**config.mk**
```make
export PLATFORM = sky130hd
export DESIGN_NAME = rtmq_cfg_loader
export DESIGN_NICKNAME = d
export VERILOG_FILES = /design/src/rtl/rtmq_cfg_loader_pkg.sv /design/src/rtl/rtmq_byte_packer.sv /design/src/rtl/rtmq_cfg_loader.sv
export SDC_FILE = /design/constraint.sdc
export NUM_CORES = 1
export LEC_CHECK = 0
export CAP_MARGIN = 20
export CORE_MARGIN = 3
export CORE_UTILIZATION = 40
export CTS_CLUSTER_SIZE = 20
export DETAILED_ROUTE_END_ITERATION = 16
export PLACE_DENSITY = 0.61
export SYNTH_ARGS = -nofsm -noshare
export SYNTH_HDL_FRONTEND = slang
export SYNTH_SLANG_ARGS = --single-unit
```
**constraint.sdc**
```tcl
create_clock -name clk -period 2.6 [get_ports clk]
set_input_delay 0.39 -clock clk [delete_from_list [all_inputs] [get_ports clk]]
set_output_delay 0.39 -clock clk [all_outputs]
set_load 0.005 [all_outputs]
```
**src/rtl/rtmq_cfg_loader_pkg.sv**
```systemverilog
// -----------------------------------------------------------------------------
// rtmq_cfg_loader_pkg
// Shared constants and state encoding for the RTMQ configuration loader.
//   W_REG      : instruction / RAM word width (four host bytes)
//   W_CNT      : width of the burst word-count field
//   H_INJ_DEF  : default header byte for a direct-injection frame
//   H_WRM_DEF  : default header byte for an instruction-RAM write burst
//   state_t    : loader FSM states
//   takes_bytes: states in which the loader accepts host bytes
// -----------------------------------------------------------------------------
package rtmq_cfg_loader_pkg;

    localparam int         W_REG     = 32;
    localparam int         W_CNT     = 16;
    localparam logic [7:0] H_INJ_DEF = 8'hA5;
    localparam logic [7:0] H_WRM_DEF = 8'h5A;

    typedef enum logic [2:0] {
        S_IDLE  = 3'd0,
        S_INJ   = 3'd1,
        S_ISSUE = 3'd2,
        S_GAP   = 3'd3,
        S_ADR   = 3'd4,
        S_CNT   = 3'd5,
        S_DAT   = 3'd6,
        S_WR    = 3'd7
    } state_t;

    // States that accept a host byte. The FSM stalls the link in all the others.
    function automatic logic takes_bytes(input state_t s);
        return (s == S_IDLE) || (s == S_INJ) || (s == S_ADR) ||
               (s == S_CNT)  || (s == S_DAT);
    endfunction

endpackage

```
**src/rtl/rtmq_byte_packer.sv**
```systemverilog
// -----------------------------------------------------------------------------
// rtmq_byte_packer
// Collects MSB-first host bytes into a word. It raises o_done on the cycle the
// last byte of a field (2 or 4 bytes) is taken, and o_word already contains that
// byte, so the consumer can latch the word on the same edge.
//   clk, rst_n : clock, asynchronous active-low reset
//   i_take     : a byte is being consumed this cycle
//   i_len4     : 1 = 4-byte field, 0 = 2-byte field
//   i_byte     : byte being consumed
//   o_done     : the current byte completes the field
//   o_word     : {previous bytes, i_byte}, valid when o_done is high
// -----------------------------------------------------------------------------
module rtmq_byte_packer
    import rtmq_cfg_loader_pkg::*;
(
    input  logic             clk,
    input  logic             rst_n,
    input  logic             i_take,
    input  logic             i_len4,
    input  logic [7:0]       i_byte,
    output logic             o_done,
    output logic [W_REG-1:0] o_word
);

    logic [1:0]       r_cnt;
    logic [W_REG-9:0] r_sh;    // only the three older bytes need to be kept
    logic [1:0]       w_last;

    assign w_last = i_len4 ? 2'd3 : 2'd1;
    assign o_done = i_take && (r_cnt == w_last);
    assign o_word = {r_sh, i_byte};

    // NOTE: The shift register has a reset even though it is only datapath. A
    // reset in the middle of a field must not leave stale bytes behind.
    always_ff @(posedge clk or negedge rst_n) begin
        if (!rst_n) begin
            r_cnt <= 2'd0;
            r_sh  <= '0;
        end else if (i_take) begin
            // NOTE: Sequential state is always assigned with <=. Every flop then
            // sees the values from before the edge, whatever the statement order.
            r_sh  <= {r_sh[W_REG-17:0], i_byte};
            r_cnt <= o_done ? 2'd0 : r_cnt + 2'd1;
        end
    end

endmodule

```
**src/rtl/rtmq_cfg_loader.sv**
```systemverilog
// -----------------------------------------------------------------------------
// rtmq_cfg_loader
// Turns a host byte stream into RTMQ instructions. A frame is either a direct
// injection (H_INJ + 4 bytes -> one f_cfg strobe, then N_GAP idle cycles) or an
// instruction-RAM burst (H_WRM + 2-byte address + 2-byte count + count*4 bytes).
// An unknown header byte is dropped and sets the sticky err flag.
//   clk, rst_n       : clock, asynchronous active-low reset
//   rx_dat/vld/rdy   : host byte stream, transfer on rx_vld & rx_rdy
//   f_cfg, cfg_ins   : one-cycle configuration-override strobe and instruction
//   mem_we/adr/dat   : instruction RAM write port
//   busy             : FSM is not idle
//   err              : unknown header seen since reset
// -----------------------------------------------------------------------------
module rtmq_cfg_loader
    import rtmq_cfg_loader_pkg::*;
#(
    parameter int         W_ADR = 12,
    parameter int         N_GAP = 4,
    parameter logic [7:0] H_INJ = H_INJ_DEF,
    parameter logic [7:0] H_WRM = H_WRM_DEF
) (
    input  logic             clk,
    input  logic             rst_n,
    input  logic [7:0]       rx_dat,
    input  logic             rx_vld,
    output logic             rx_rdy,
    output logic             f_cfg,
    output logic [W_REG-1:0] cfg_ins,
    output logic             mem_we,
    output logic [W_ADR-1:0] mem_adr,
    output logic [W_REG-1:0] mem_dat,
    output logic             busy,
    output logic             err
);

    localparam int               W_GAP    = (N_GAP > 1) ? $clog2(N_GAP) : 1;
    localparam logic [W_GAP-1:0] GAP_LAST = W_GAP'((N_GAP > 0) ? N_GAP - 1 : 0);

    state_t             r_state, w_next;
    logic               r_rx_rdy, r_f_cfg, r_mem_we, r_err;
    logic [W_REG-1:0]   r_cfg_ins, r_mem_dat;
    logic [W_ADR-1:0]   r_mem_adr, r_adr;
    logic [W_CNT-1:0]   r_cnt;
    logic [W_GAP-1:0]   r_gap;

    logic               w_acc, w_take, w_len4, w_done, w_bad_hdr;
    logic [W_REG-1:0]   w_word;

    assign w_acc  = rx_vld && r_rx_rdy;
    // The header byte is consumed by the FSM itself. Only field bytes enter the packer.
    assign w_take = w_acc && (r_state != S_IDLE);
    assign w_len4 = (r_state == S_INJ) || (r_state == S_DAT);

    rtmq_byte_packer u_packer (
        .clk    (clk),
        .rst_n  (rst_n),
        .i_take (w_take),
        .i_len4 (w_len4),
        .i_byte (rx_dat),
        .o_done (w_done),
        .o_word (w_word)
    );

    always_ff @(posedge clk or negedge rst_n) begin
        if (!rst_n) r_state <= S_IDLE;
        else        r_state <= w_next;
    end

    // NOTE: Every always_comb output gets a default first. A missed branch then
    // holds that default and cannot infer a latch.
    always_comb begin
        w_next    = r_state;
        w_bad_hdr = 1'b0;
        case (r_state)
            S_IDLE: if (w_acc) begin
                if      (rx_dat == H_INJ) w_next = S_INJ;
                else if (rx_dat == H_WRM) w_next = S_ADR;
                else                      w_bad_hdr = 1'b1;
            end
            S_INJ:   if (w_done) w_next = S_ISSUE;
            S_ISSUE: w_next = (N_GAP == 0) ? S_IDLE : S_GAP;
            S_GAP:   if (r_gap == GAP_LAST) w_next = S_IDLE;
            S_ADR:   if (w_done) w_next = S_CNT;
            S_CNT:   if (w_done) w_next = (w_word[W_CNT-1:0] == '0) ? S_IDLE : S_DAT;
            S_DAT:   if (w_done) w_next = S_WR;
            // r_cnt still holds the count from before this write.
            S_WR:    w_next = (r_cnt == W_CNT'(1)) ? S_IDLE : S_DAT;
            default: w_next = S_IDLE;
        endcase
    end

    // Outputs are registered from the next state, so they line up with the
    // state they belong to. rx_rdy drops on the same edge that leaves a
    // byte-consuming state.
    always_ff @(posedge clk or negedge rst_n) begin
        if (!rst_n) begin
            r_rx_rdy  <= 1'b0;
            r_f_cfg   <= 1'b0;
            r_cfg_ins <= '0;
            r_mem_we  <= 1'b0;
            r_mem_adr <= '0;
            r_mem_dat <= '0;
            r_adr     <= '0;
            r_cnt     <= '0;
            r_gap     <= '0;
            r_err     <= 1'b0;
        end else begin
            r_rx_rdy <= takes_bytes(w_next);
            r_f_cfg  <= (w_next == S_ISSUE);
            r_mem_we <= (w_next == S_WR);

            if (r_state == S_INJ && w_done) r_cfg_ins <= w_word;
            if (r_state == S_ADR && w_done) r_adr     <= w_word[W_ADR-1:0];
            if (r_state == S_CNT && w_done) r_cnt     <= w_word[W_CNT-1:0];
            if (r_state == S_DAT && w_done) begin
                r_mem_dat <= w_word;
                r_mem_adr <= r_adr;
            end
            if (r_state == S_WR) begin
                r_adr <= r_adr + W_ADR'(1);   // wraps modulo 2^W_ADR
                r_cnt <= r_cnt - W_CNT'(1);
            end

            if (r_state == S_ISSUE)    r_gap <= '0;
            else if (r_state == S_GAP) r_gap <= r_gap + W_GAP'(1);

            if (w_bad_hdr) r_err <= 1'b1;
        end
    end

    assign rx_rdy  = r_rx_rdy;
    assign f_cfg   = r_f_cfg;
    assign cfg_ins = r_cfg_ins;
    assign mem_we  = r_mem_we;
    assign mem_adr = r_mem_adr;
    assign mem_dat = r_mem_dat;
    assign busy    = (r_state != S_IDLE);
    assign err     = r_err;

endmodule

```
==> impl_results.md <==
- CP endpoint kind: output port
- Worst skew pair latency: 0.42 ns
- GPL Wtd Cong: 0.849
- Design area: 0.00774 mm^2
- Top-count cell post-synth: dfrtp_1
- Nets: 588
- Ranking of synthesized cells by area: dfrtp_1, mux2_2, nand2_1
- Dominant synthesized flop cell: dfrtp_1
- RSZ-0062 raised after global routing: no
- Final worst-path setup slack: 0.278 ns
- Syn_nets: 481
- Total power: 7.63 mW
- Root Buffer: clkbuf_16
- Core area: 0.0146 mm^2
- Layout cells sized above 1: 0.267
- Level count of the clock H-tree: 4
- Pwr/cell area: 985 mW/mm^2
- Yosys top cell by area: dfrtp_1
- DR pass1 iterations: 5
- Postcts setup bufs: 0
- Iteration-0 DRC count of the detailed router: 303
- CTS tree: yes
- Tmin final: 2.32 ns
- Synth warn: 0
- Vias: 4303
- Post-synth EDFFs: 0
- Dpl ws: 0.290 ns
- Worst relative slew slack: 0.605
- # port buffers: 91
- N_diodes: 0
- Worst Path Required: 2.21 ns
- Wirelength per Cell: 19.3 um
- WP data arrival: 1.93 ns
- Worst-path fanout max: 15
- Critical path class: reg -> out
- Asr flop ratio synth: 1.00
- Clk_skew: 0.0131 ns
- Mapped Cells: 466
- Num CTS Buffers: 17
- Leakage dissipation: 3.37 nW
- First-pass GRT wire length: 24300 um
- Synth Area per Inst: 12.8 um^2
- Vias per cell: 5.60
- Initial Utilization: 0.410
- Crit share post-route: 0.893
- I/O pin cnt: 92
- Number of placement rows: 44
- Hpwl dp: 9950 um
- Worst-path clk slew: 0.06 ns
- DRC: 0
- DIE AREA: 0.0164 mm^2
- Remaining antenna violation count after routing: 0
- Clock Path Buffers: 2
- # resized after CTS: 0
- Outcome: complete, no violations
- Max Slew Vio Count: 0
- Worst min path class: in -> async
- Synth top area share: 0.582
- Die H: 128 um
- GRT Util Overall: 0.191
- Fmax: 0.431 GHz
- Netlist Area Pre-Place: 0.00598 mm^2
- Grt ovf: 0
- Largest net degree at the start of global routing: 73
- Worst Tran Pin Value: 0.587 ns
- Max-cap violation count: 0
- Die width: 128 um
- Post-synth cell types: 54
- Nature of the critical path startpoint: flip-flop
- Total Wirelength: 14800 um
- Fillers: 1250
- Setup tns final: 0 ns
- Vias in the first global route: 4417
- Final Hold Vio Count: 0
- Commonest cells in the netlist: dfrtp_1, mux2_2, nand2_1
- #FFs+latches synth: 139
- Worst hold slack: 0.471 ns
- CTS Sinks: 139
- Placed cell area: 0.00719 mm^2
- Antenna violations before repair: 0
- Setup violators final: 0
- Sequential share of the synthesized area: 0.582
- Syn-to-layout area delta: 29.6%
- Max VDD drop: 558 uV
[critical path, stage by stage, from the launching register on]
cell,delay (ns)
dfrtp_1,0.57
or3_1,0.47
clkdlybuf4s50_1,0.47
[metrics by stage]
stage          cells   util
2_1_floorplan    466      -
3_3_place_gp     737  0.493
3_5_place_dp     737  0.493
4_1_cts          769  0.531
5_1_grt          769  0.531
6_report         769  0.531
[report_power, final]
group | internal [mW] | total [mW] | leakage (nW) | switching (mW)
logic | 1.21 | 1.87 | 1.37 | 0.658
clock network | 1.34 | 2.20 | 0.263 | 0.860
registers | 2.83 | 3.56 | 1.75 | 0.724
total | 5.38 | 7.63 | 3.37 | 2.24
[what timing repair did]
action / 4_1_cts / 5_1_grt
endpoints found under the hold margin: 42 / 0
hold buffers: 1 / 0
setup endpoints to repair: 0 / 0
[flip-flops by register name (all words and copies together), names as in the netlist]
signal	flops
cfg_ins	32
err	1
f_cfg	1
mem_adr	12
mem_dat	32
mem_we	1
r_adr	12
r_cnt	16
r_gap	2
r_state	3
rx_rdy	1
u_packer.r_cnt	2
u_packer.r_sh	24
[per-layer routing]
layer,global-route usage,part of all wire,wire length [um],vias to the layer above
met4,0.0687,0.022,333,0
met3,0.0613,0.064,945,23
li1,-,-,-,1955
met5,0,0,0,-
met2,0.293,0.49,7230,141
met1,0.254,0.43,6340,2184
[cell usage in the layout, fill, tap and decap left out, types with 3 or more instances in the layout]
cell,instances
nor2_1,16
clkbuf_1,4
nor3_1,7
ha_1,4
buf_4,18
o311ai_0,5
nand2_1,31
a21oi_1,7
or3_1,6
nor4_1,5
a22oi_1,3
a31oi_1,4
clkdlybuf4s50_1,90
clkbuf_16,17
or4_1,5
and3_1,5
a41oi_1,3
nand3_1,22
nand4_1,9
mux2_2,98
dfrtp_1,139
o211ai_1,10
inv_1,6
o21ai_0,10
clkbuf_8,5
o21ba_2,3
a221o_1,3
[cell families (layout without fill, tap and decap cells)]
| group | count (synthesis) | count (layout) | synth area share |
|---|---|---|---|
| AOI/OAI and AO/OA | 71 | 71 | 0.0881 |
| xor gates and xnor gates | 1 | 1 | 0.00147 |
| adders and majority gates | 4 | 4 | 0.00837 |
| buffers and inverters | 30 | 149 | 0.0211 |
| DFF | 139 | 139 | 0.582 |
| muxes | 102 | 102 | 0.192 |
| and+or+nand+nor | 119 | 119 | 0.107 |
[final timing paths]
path	from	depth (start not counted)	endpoint	slack, ns
worst max-delay path	r_state[0]$_DFF_PN0_	2	busy	0.28
worst min-delay path	rst_n	2	r_cnt[0]$_DFFE_PN0P_	0.47
worst max register to register	r_state[0]$_DFF_PN0_	5	r_adr[7]$_DFFE_PN0P_	0.49
worst min register to register	err$_DFFE_PN0P_	1	err$_DFFE_PN0P_	0.48
max in group asynchronous	rst_n	3	cfg_ins[27]$_DFFE_PN0P_	1.40
min in group clk	err$_DFFE_PN0P_	1	err$_DFFE_PN0P_	0.48
[area by class of cell]
cell class	count	area [um^2]	area share
clock inverter	5	33.8	0.00436
inverter	6	22.5	0.00291
multi-input combinational	297	2370	0.306
timing repair buffer	112	1100	0.142
sequential	139	3480	0.449
tap	184	230	0.0297
clock buffer	26	509	0.0658
Power figures use the tool's default switching activity.
